## src/rtl/fifo_pkg.sv

```systemverilog
// Shared constants and status bundle for the synchronous FIFO controller.
package fifo_pkg;

    localparam int FIFO_DATA_WIDTH = 8;
    localparam int FIFO_ADDR_WIDTH = 6;

    // Status flags grouped so they can be built and routed as one value.
    typedef struct packed {
        logic full;
        logic empty;
        logic almost_full;
        logic almost_empty;
        logic overflow;
        logic underflow;
    } fifo_status_t;

endpackage

```

## src/rtl/fifo_sync_ctrl_if.sv

```systemverilog
// Requester-side handshake, RAM control and status bundle of fifo_sync_ctrl.
interface fifo_sync_ctrl_if
    import fifo_pkg::*;
#(
    parameter int ADDR_WIDTH = FIFO_ADDR_WIDTH
);

    // Requests from producer/consumer logic.
    logic                  push;
    logic                  pop;
    logic                  flush;
    logic                  clear_err;

    // RAM sequencing.
    logic                  wr_en;
    logic                  rd_en;
    logic [ADDR_WIDTH-1:0] waddr;
    logic [ADDR_WIDTH-1:0] raddr;
    logic                  rd_valid;

    // Occupancy and status.
    logic [ADDR_WIDTH:0]   count;
    logic                  full;
    logic                  empty;
    logic                  almost_full;
    logic                  almost_empty;
    logic                  overflow;
    logic                  underflow;

    modport master (
        output push, pop, flush, clear_err,
        input  wr_en, rd_en, waddr, raddr, rd_valid,
        input  count, full, empty, almost_full, almost_empty, overflow, underflow
    );

    modport slave (
        input  push, pop, flush, clear_err,
        output wr_en, rd_en, waddr, raddr, rd_valid,
        output count, full, empty, almost_full, almost_empty, overflow, underflow
    );

endinterface

```

## src/rtl/fifo_ptr.sv

```systemverilog
// Wrapping pointer register with increment enable and synchronous clear.
module fifo_ptr
    import fifo_pkg::*;
#(
    parameter int WIDTH = FIFO_ADDR_WIDTH + 1
) (
    input  logic             clk,
    input  logic             rst,
    input  logic             clr,
    input  logic             inc,
    output logic [WIDTH-1:0] ptr
);

    // Advance by one on each accepted access; reset and clear both return to zero.
    always_ff @(posedge clk) begin
        // NOTE: sequential state uses <= so every register samples pre-edge values.
        if (rst || clr) begin
            ptr <= '0;
        end else if (inc) begin
            ptr <= ptr + 1'b1;
        end
    end

endmodule

```

## src/rtl/fifo_sync_ctrl.sv

```systemverilog
// Pointer and flag controller sequencing a dual-port RAM as a synchronous FIFO.
// Pointers carry one extra wrap bit so full and empty are distinguishable.
// NOTE: only control state is reset; RAM contents are left untouched because
// the pointers make stale words unreachable.
module fifo_sync_ctrl
    import fifo_pkg::*;
#(
    parameter int DATA_WIDTH    = FIFO_DATA_WIDTH,
    parameter int ADDR_WIDTH    = FIFO_ADDR_WIDTH,
    parameter int AFULL_THRESH  = 60,
    parameter int AEMPTY_THRESH = 4
) (
    input  logic             clk,
    input  logic             rst,
    fifo_sync_ctrl_if.slave  bus
);

    localparam logic [ADDR_WIDTH:0] AFULL_LVL  = (ADDR_WIDTH + 1)'(AFULL_THRESH);
    localparam logic [ADDR_WIDTH:0] AEMPTY_LVL = (ADDR_WIDTH + 1)'(AEMPTY_THRESH);

    // The RAM word width only matters to the memory; reject a meaningless one early.
    if (DATA_WIDTH < 1) begin : g_bad_data_width
        $error("fifo_sync_ctrl: DATA_WIDTH must be at least 1");
    end

    logic [ADDR_WIDTH:0] wptr;
    logic [ADDR_WIDTH:0] rptr;
    logic [ADDR_WIDTH:0] count;
    logic                wr_go;
    logic                rd_go;
    logic                overflow_q;
    logic                underflow_q;
    logic                rd_valid_q;
    fifo_status_t        status;

    // Occupancy and flags derived purely from registered state.
    always_comb begin
        // NOTE: every output of this block is assigned first, so no latch can form.
        count               = wptr - rptr;
        status              = '0;
        status.empty        = (wptr == rptr);
        status.full         = (wptr[ADDR_WIDTH] != rptr[ADDR_WIDTH]) &&
                              (wptr[ADDR_WIDTH-1:0] == rptr[ADDR_WIDTH-1:0]);
        status.almost_full  = (count >= AFULL_LVL);
        status.almost_empty = (count <= AEMPTY_LVL);
        status.overflow     = overflow_q;
        status.underflow    = underflow_q;
    end

    // Flush wins over both requests; flags use current state, so a pop at full
    // is accepted while the simultaneous push is refused, and vice versa at empty.
    assign wr_go = bus.push & ~status.full  & ~bus.flush;
    assign rd_go = bus.pop  & ~status.empty & ~bus.flush;

    fifo_ptr #(.WIDTH(ADDR_WIDTH + 1)) u_wptr (
        .clk (clk),
        .rst (rst),
        .clr (bus.flush),
        .inc (wr_go),
        .ptr (wptr)
    );

    fifo_ptr #(.WIDTH(ADDR_WIDTH + 1)) u_rptr (
        .clk (clk),
        .rst (rst),
        .clr (bus.flush),
        .inc (rd_go),
        .ptr (rptr)
    );

    // Sticky error capture; a new error in the same cycle as clear_err stays set.
    always_ff @(posedge clk) begin
        if (rst) begin
            overflow_q  <= 1'b0;
            underflow_q <= 1'b0;
        end else begin
            if (bus.push & status.full & ~bus.flush) begin
                overflow_q <= 1'b1;
            end else if (bus.clear_err) begin
                overflow_q <= 1'b0;
            end
            if (bus.pop & status.empty & ~bus.flush) begin
                underflow_q <= 1'b1;
            end else if (bus.clear_err) begin
                underflow_q <= 1'b0;
            end
        end
    end

    // Track the RAM's one-cycle read latency; reset and flush cancel a read in flight.
    always_ff @(posedge clk) begin
        if (rst || bus.flush) begin
            rd_valid_q <= 1'b0;
        end else begin
            rd_valid_q <= rd_go;
        end
    end

    assign bus.wr_en        = wr_go;
    assign bus.rd_en        = rd_go;
    assign bus.waddr        = wptr[ADDR_WIDTH-1:0];
    assign bus.raddr        = rptr[ADDR_WIDTH-1:0];
    assign bus.rd_valid     = rd_valid_q;
    assign bus.count        = count;
    assign bus.full         = status.full;
    assign bus.empty        = status.empty;
    assign bus.almost_full  = status.almost_full;
    assign bus.almost_empty = status.almost_empty;
    assign bus.overflow     = status.overflow;
    assign bus.underflow    = status.underflow;

endmodule

```

## src/flat_wrapper.sv

```systemverilog
// flat-port wrapper written by rule: the top's interface ports become plain ports
module fifo_sync_ctrl_flat import fifo_pkg::*;
#(
    parameter int DATA_WIDTH    = FIFO_DATA_WIDTH,
    parameter int ADDR_WIDTH    = FIFO_ADDR_WIDTH,
    parameter int AFULL_THRESH  = 60,
    parameter int AEMPTY_THRESH = 4
)
  (clk, rst, bus_push, bus_pop, bus_flush, bus_clear_err, bus_wr_en, bus_rd_en, bus_waddr, bus_raddr, bus_rd_valid, bus_count, bus_full, bus_empty, bus_almost_full, bus_almost_empty, bus_overflow, bus_underflow);
  fifo_sync_ctrl_if #(.ADDR_WIDTH(ADDR_WIDTH)) bus_i ();
  input  logic clk;
  input  logic rst;
  input wire logic [$bits(bus_i.push)-1:0] bus_push;
  input wire logic [$bits(bus_i.pop)-1:0] bus_pop;
  input wire logic [$bits(bus_i.flush)-1:0] bus_flush;
  input wire logic [$bits(bus_i.clear_err)-1:0] bus_clear_err;
  output wire logic [$bits(bus_i.wr_en)-1:0] bus_wr_en;
  output wire logic [$bits(bus_i.rd_en)-1:0] bus_rd_en;
  output wire logic [$bits(bus_i.waddr)-1:0] bus_waddr;
  output wire logic [$bits(bus_i.raddr)-1:0] bus_raddr;
  output wire logic [$bits(bus_i.rd_valid)-1:0] bus_rd_valid;
  output wire logic [$bits(bus_i.count)-1:0] bus_count;
  output wire logic [$bits(bus_i.full)-1:0] bus_full;
  output wire logic [$bits(bus_i.empty)-1:0] bus_empty;
  output wire logic [$bits(bus_i.almost_full)-1:0] bus_almost_full;
  output wire logic [$bits(bus_i.almost_empty)-1:0] bus_almost_empty;
  output wire logic [$bits(bus_i.overflow)-1:0] bus_overflow;
  output wire logic [$bits(bus_i.underflow)-1:0] bus_underflow;
  assign bus_i.push = bus_push;
  assign bus_i.pop = bus_pop;
  assign bus_i.flush = bus_flush;
  assign bus_i.clear_err = bus_clear_err;
  assign bus_wr_en = bus_i.wr_en;
  assign bus_rd_en = bus_i.rd_en;
  assign bus_waddr = bus_i.waddr;
  assign bus_raddr = bus_i.raddr;
  assign bus_rd_valid = bus_i.rd_valid;
  assign bus_count = bus_i.count;
  assign bus_full = bus_i.full;
  assign bus_empty = bus_i.empty;
  assign bus_almost_full = bus_i.almost_full;
  assign bus_almost_empty = bus_i.almost_empty;
  assign bus_overflow = bus_i.overflow;
  assign bus_underflow = bus_i.underflow;
  fifo_sync_ctrl #(.DATA_WIDTH(DATA_WIDTH), .ADDR_WIDTH(ADDR_WIDTH), .AFULL_THRESH(AFULL_THRESH), .AEMPTY_THRESH(AEMPTY_THRESH)) u_core (.clk(clk), .rst(rst), .bus(bus_i));
endmodule
```

## config.mk

```make
export PLATFORM = sky130hd
export DESIGN_NAME = fifo_sync_ctrl_flat
export DESIGN_NICKNAME = d
export VERILOG_FILES = /design/src/rtl/fifo_pkg.sv /design/src/rtl/fifo_sync_ctrl_if.sv /design/src/rtl/fifo_ptr.sv /design/src/rtl/fifo_sync_ctrl.sv /design/src/flat_wrapper.sv
export SDC_FILE = /design/constraint.sdc
export NUM_CORES = 1
export LEC_CHECK = 0
export ABC_AREA = 1
export CORE_MARGIN = 8
export CORE_UTILIZATION = 40
export DETAILED_ROUTE_END_ITERATION = 10
export PLACE_DENSITY = 0.67
export SLEW_MARGIN = 40
export SYNTH_ARGS = -nofsm -noshare
export SYNTH_HDL_FRONTEND = slang
export SYNTH_SLANG_ARGS = --single-unit
```

## constraint.sdc

```tcl
create_clock -name clk -period 2 [get_ports clk]
set_input_delay 0.2 -clock clk [delete_from_list [all_inputs] [get_ports clk]]
set_output_delay 0.2 -clock clk [all_outputs]
set_load 0.05 [all_outputs]
```

# ---- Word-level counts from Yosys, hierarchy flattened
# Index checks and enable logic that the tools add are counted.
dict set report totals {
  regBits 17
  in_bits 6
  out_inout_bits 28
}
dict set report classes {
  n_addsub 3
  order_cmp 2
  n_eq_ne 3
  n_mux 3
  bitwise_logic 11
  reduce_logical 4
}
# cell count
set op_table {}
lappend op_table {{7-bit by 1-bit adder with 7-bit output (second input constant)} 2}
lappend op_table {{1-bit AND} 8}
lappend op_table {{7-bit == test} 1}
lappend op_table {{7-bit by 6-bit >= comparator with 1-bit output (second input constant)} 1}
lappend op_table {{7-bit by 3-bit <= comparator with 1-bit output (second input constant)} 1}
lappend op_table {{7-bit subtractor} 1}
lappend op_table {{6-bit == test} 1}
lappend op_table {{2-bit nonzero test} 2}
lappend op_table {{1-bit 2-to-1 mux} 3}
lappend op_table {{1-bit inverter} 3}
lappend op_table {{1-bit logical AND} 1}
lappend op_table {{1-bit logical OR} 1}
lappend op_table {{1-bit inequality test} 1}

# ---- Logic depth before layout (Yosys ltp)
dict set report depth {
  ltp_word 5
  depth_mapped 12
}

# ---- Modules after synthesis
# From an unflattened synthesis, not the netlist that was laid out.
dict set report hier_totals {
  hier_cells 192
  area_unflattened_um2 1253.7
}
# mod instances cells_per_inst area_per_inst_um2
set modules_own_cells {}
lappend modules_own_cells {fifo_ptr 2 43 317.8}
lappend modules_own_cells {fifo_sync_ctrl 1 106 618.1}

# ---- Worst setup path before layout
# Ideal clock, no wire load.
dict set report synth_path {
  path_kind {reg-to-output}
  from {register u_core.u_rptr.ptr[0]}
  to {output port bus_almost_full}
  arrival_ns 2.531
  path_slack_ns -0.731
  stages_incl_launch_ff 9
  path_buffers 0
  path_cell_list {dfxtp_1 ha_1 inv_1 fa_1 xor2_1 nand3_1 nor2_1 nand2_1 nand2_1}
}
dict set report synth_between {
  elab_chain_cells 2
}
# item line
set synth_lines {}
lappend synth_lines {{start: declaration} fifo_ptr.sv:11} ;# output logic [WIDTH-1:0] ptr
lappend synth_lines {{start signal: assignment} fifo_ptr.sv:20} ;# ptr <= ptr + 1'b1;
lappend synth_lines {{7-bit subtractor} fifo_sync_ctrl.sv:39} ;# count = wptr - rptr;
lappend synth_lines {{via bus_count[2]} flat_wrapper.sv:22} ;# output wire logic [$bits(bus_i.count)-1:0] bus_count;
lappend synth_lines {{7-bit by 6-bit >= comparator with 1-bit output} fifo_sync_ctrl.sv:44} ;# status.almost_full = (count >= AFULL_LVL);
lappend synth_lines {{end: declaration} flat_wrapper.sv:25} ;# output wire logic [$bits(bus_i.almost_full)-1:0] bus_almost_full;
# The timed path passes the listed nets, and every way through them passes these cells.

# ---- Worst setup path after layout
dict set report layout_path {
  from {register u_core.u_wptr.ptr[0]}
  to {output port bus_almost_full}
}
dict set report layout_between {
  elab_chain_cells 2
}
# item line
set layout_lines {}
lappend layout_lines {{start: declaration} fifo_ptr.sv:11}
lappend layout_lines {{start signal: assignment} fifo_ptr.sv:20}
lappend layout_lines {{7-bit subtractor} fifo_sync_ctrl.sv:39}
lappend layout_lines {{7-bit by 6-bit >= comparator with 1-bit output} fifo_sync_ctrl.sv:44}
# No other way between the ends.

==> flow_summary.ini <==
[status]
status = finished with violations
violations = setup timing

[sta]
hold_viol_final = 0
fmax_mhz = 467
slew_violations = 0
max_slew_margin_pct = 66.3
timing.final.ws_setup_ns = -0.142
setup_viol = 3
fin_skew_ns = 0.00335
post-route-period-util_pct = 107
hold_slack_ns = 0.471
rsz0062_at_grt = yes
finalCriticalPeriod_ns = 2.14
max_slew.worst_pin.slew_ns = 0.504

[worst_hold_path]
holdCritPathClass = reg -> reg
hold_depth = 2
whs_endpoint = u_core.bus.underflow
holdCritStartpoint = u_core.bus.underflow

[floorplanning]
die_h_um = 74.4
std_cell_rows = 21
die_w_um = 74.4
core_area_um2 = 3310
die_area_um2 = 5530
initial_core_util_pct = 41.2
ios = 34

[worst_setup_path]
cpPeakStageDelay_ns = 0.35
crit_type = reg -> out
crit_path_end_kind = primary output
cp_cell_sequence = inv_2 -> ha_4 -> inv_2 -> fa_2 -> buf_6 -> xor2_4 -> nand3_2 -> nor2_1 -> nand2_1 -> nand2_4 -> buf_12
cp.arrival_ns = 1.94
cp-start-kind = flip-flop
critPathTopFamily = adder cells
timing.rr.end = u_core.u_wptr.ptr[1]
slowest_stage = fa_2
cp.buffers_inverters = 4
cp_data_required_time_ns = 1.80
rr_worst_depth = 10
crit_top_cell = inv_2
r2r_slack_ns = 0.33
worstPathMaxFanout = 3
reg2reg_from = u_core.u_rptr.ptr[5]

[layout]
stdcell_area_um2 = 2150
utilization_pct = 65.0
syn_to_final_growth_pct = 57.9
fillers = 308
num-nets-final = 283
layout-drive-gt1-share_pct = 31.5
n_antenna_cell = 0

[route]
wl_um = 3670
postRouteAntennaNets = 0
route.vias.total = 1469
initialDrtViolationCount = 62
wl_per_cell_um = 11.7
via_per_inst = 4.69
drc_errors = 0
first_pass_iters = 4

[cts]
htreeDepth = 1
clk_pin_slew_worst_paths_ns = 0.11
cts_tree = built
hold_buffers = 0
root_buffer = clkbuf_4
clock_latency_ns = 0.30
numCtsBuffers = 3
clock_sinks = 17
clk_path_buf_depth = 2

[grt]
grt.total_usage_pct = 13.5
grt_overflow = 0
grt_max_degree = 10
grt_pass1_vias = 1333
antenna_found_initial = 0
grt_pass1_wl_um = 5860

[power_and_ir_drop]
fin_total_pwr_w = 0.000761
cellPowerDensity_nw_per_um2 = 353
vdd_drop_max_v = 0.000186
leakagePower_nw = 1.03

[flow_run]
cap_viol_max_count = 0

[yosys]
synthArstFlopShare_pct = 0
yosysTopAreaCellShare_pct = 25.0
yosysMostFrequentCell = nand2_1
yosys-top-cells-area = dfxtp_1, nand2_1, inv_1, nand3_1, ha_1
synth_edf_count = 0
synth_ff_type = dfxtp_1
synthTopCellsByCount = nand2_1, inv_1, nor2_1, nand3_1, dfxtp_1
syn_area_um2 = 1360
syn-num-nets = 234
yosysTopAreaCell = dfxtp_1
syn_inst = 219
netlist-cell-type-count = 21
avgSynthCellArea_um2 = 6.23
ys_ff_latch = 17
yosysSeqAreaShare_pct = 25.0
yosysWarningCount = 0

[placed_design]
place_area_um2 = 1940
gp_congestion = 0.861
io_buffers = 33
post-dp-hpwl_um = 2750
pre_cts_ws_ns = 0.0150
[routing by layer]
layer / vias up / GRT usage, % / part of all wire (%)
li1: 774 / - / -
met1: 655 / 15.5 / 43
met2: 31 / 23.2 / 50
met3: 9 / 2.96 / 4.6
met4: 0 / 6.30 / 2.5
met5: - / 0 / 0
[report_power, final]
| group | internal [W] | switching, W |
|---|---|---|
| Sequential | 0.000341 | 0.00000311 |
| Combinational | 0.0000942 | 0.000128 |
| Clock | 0.0000777 | 0.000117 |
[how the worst max path moves through the flow]
stage	startpoint	to	cells past startpoint
after floorplan	u_core.u_rptr.ptr[0]	bus_almost_full	8
after global placement	u_core.u_wptr.ptr[0]	bus_almost_empty	12
after detailed placement	u_core.u_wptr.ptr[0]	bus_almost_empty	12
after CTS	u_core.u_wptr.ptr[0]	bus_almost_empty	10
after global routing	u_core.u_wptr.ptr[0]	bus_almost_empty	12
final	u_core.u_wptr.ptr[0]	bus_almost_full	11
[stage by stage]
stage | instances | TNS, ns
floorplan | 219 | -0.00859
global placement | 298 | 0
detailed placement | 298 | 0
CTS | 309 | -0.289
global route | 313 | -0.930
finish | 313 | -0.385
[repair_timing]
action	in CTS	in global routing
gates resized for setup	11	15
endpoints found under the setup margin	9	11
hold endpoints to repair	0	0
pin swaps	13	9
buffers inserted	7	4
[state kept, by name (all words and copies together), names as in the netlist]
register and count:
u_core.bus.rd_valid 1, u_core.bus.underflow 1, u_core.u_wptr.ptr 7, u_core.u_rptr.ptr 7, u_core.bus.overflow 1
[cell families after synthesis]
kind of cell    count (synthesis)  synth area share (%)
simple gates                  128                  42.2
compound gates                 16                  5.87
xor+xnor                        3                  1.93
flops                          17                  25.0
buf+inv                        46                  16.2
fa+ha+maj                       9                  8.81
[worst min-delay path, cell delays in order, from the launching register on]
cell and delay (ns):
dfxtp_1 0.32, nand2_1 0.06, a21oi_1 0.05
[cell usage in the layout, fill, tap and decap left out]
master / count
nand3_1: 19
nand2_2: 9
dfxtp_2: 6
a21oi_1: 9
ha_4: 6
nor2_4: 2
nand4_1: 5
inv_4: 2
xor2_4: 1
clkbuf_4: 3
buf_6: 2
or2_2: 1
inv_2: 4
clkbuf_1: 1
o21ai_0: 5
dfxtp_1: 10
o21ai_2: 1
nor2_1: 25
buf_12: 11
xor2_1: 2
buf_4: 24
dfxtp_4: 1
inv_1: 27
nor3_1: 2
nand3_4: 2
clkdlybuf4s50_1: 20
nand3_2: 3
a21oi_2: 1
nand2_1: 56
nand2_4: 4
fa_2: 1
ha_1: 2
[area by class of cell]
type / count / area, um^2 / share of cell area, %
Inverter: 33 / 129 / 5.98
Timing Repair Buffer: 57 / 623 / 28.9
Tap cell: 46 / 57.6 / 2.67
Multi-Input combinational cell: 156 / 966 / 44.9
Sequential cell: 17 / 352 / 16.3
Clock buffer: 4 / 26.3 / 1.22
Power figures use the tool's default switching activity.
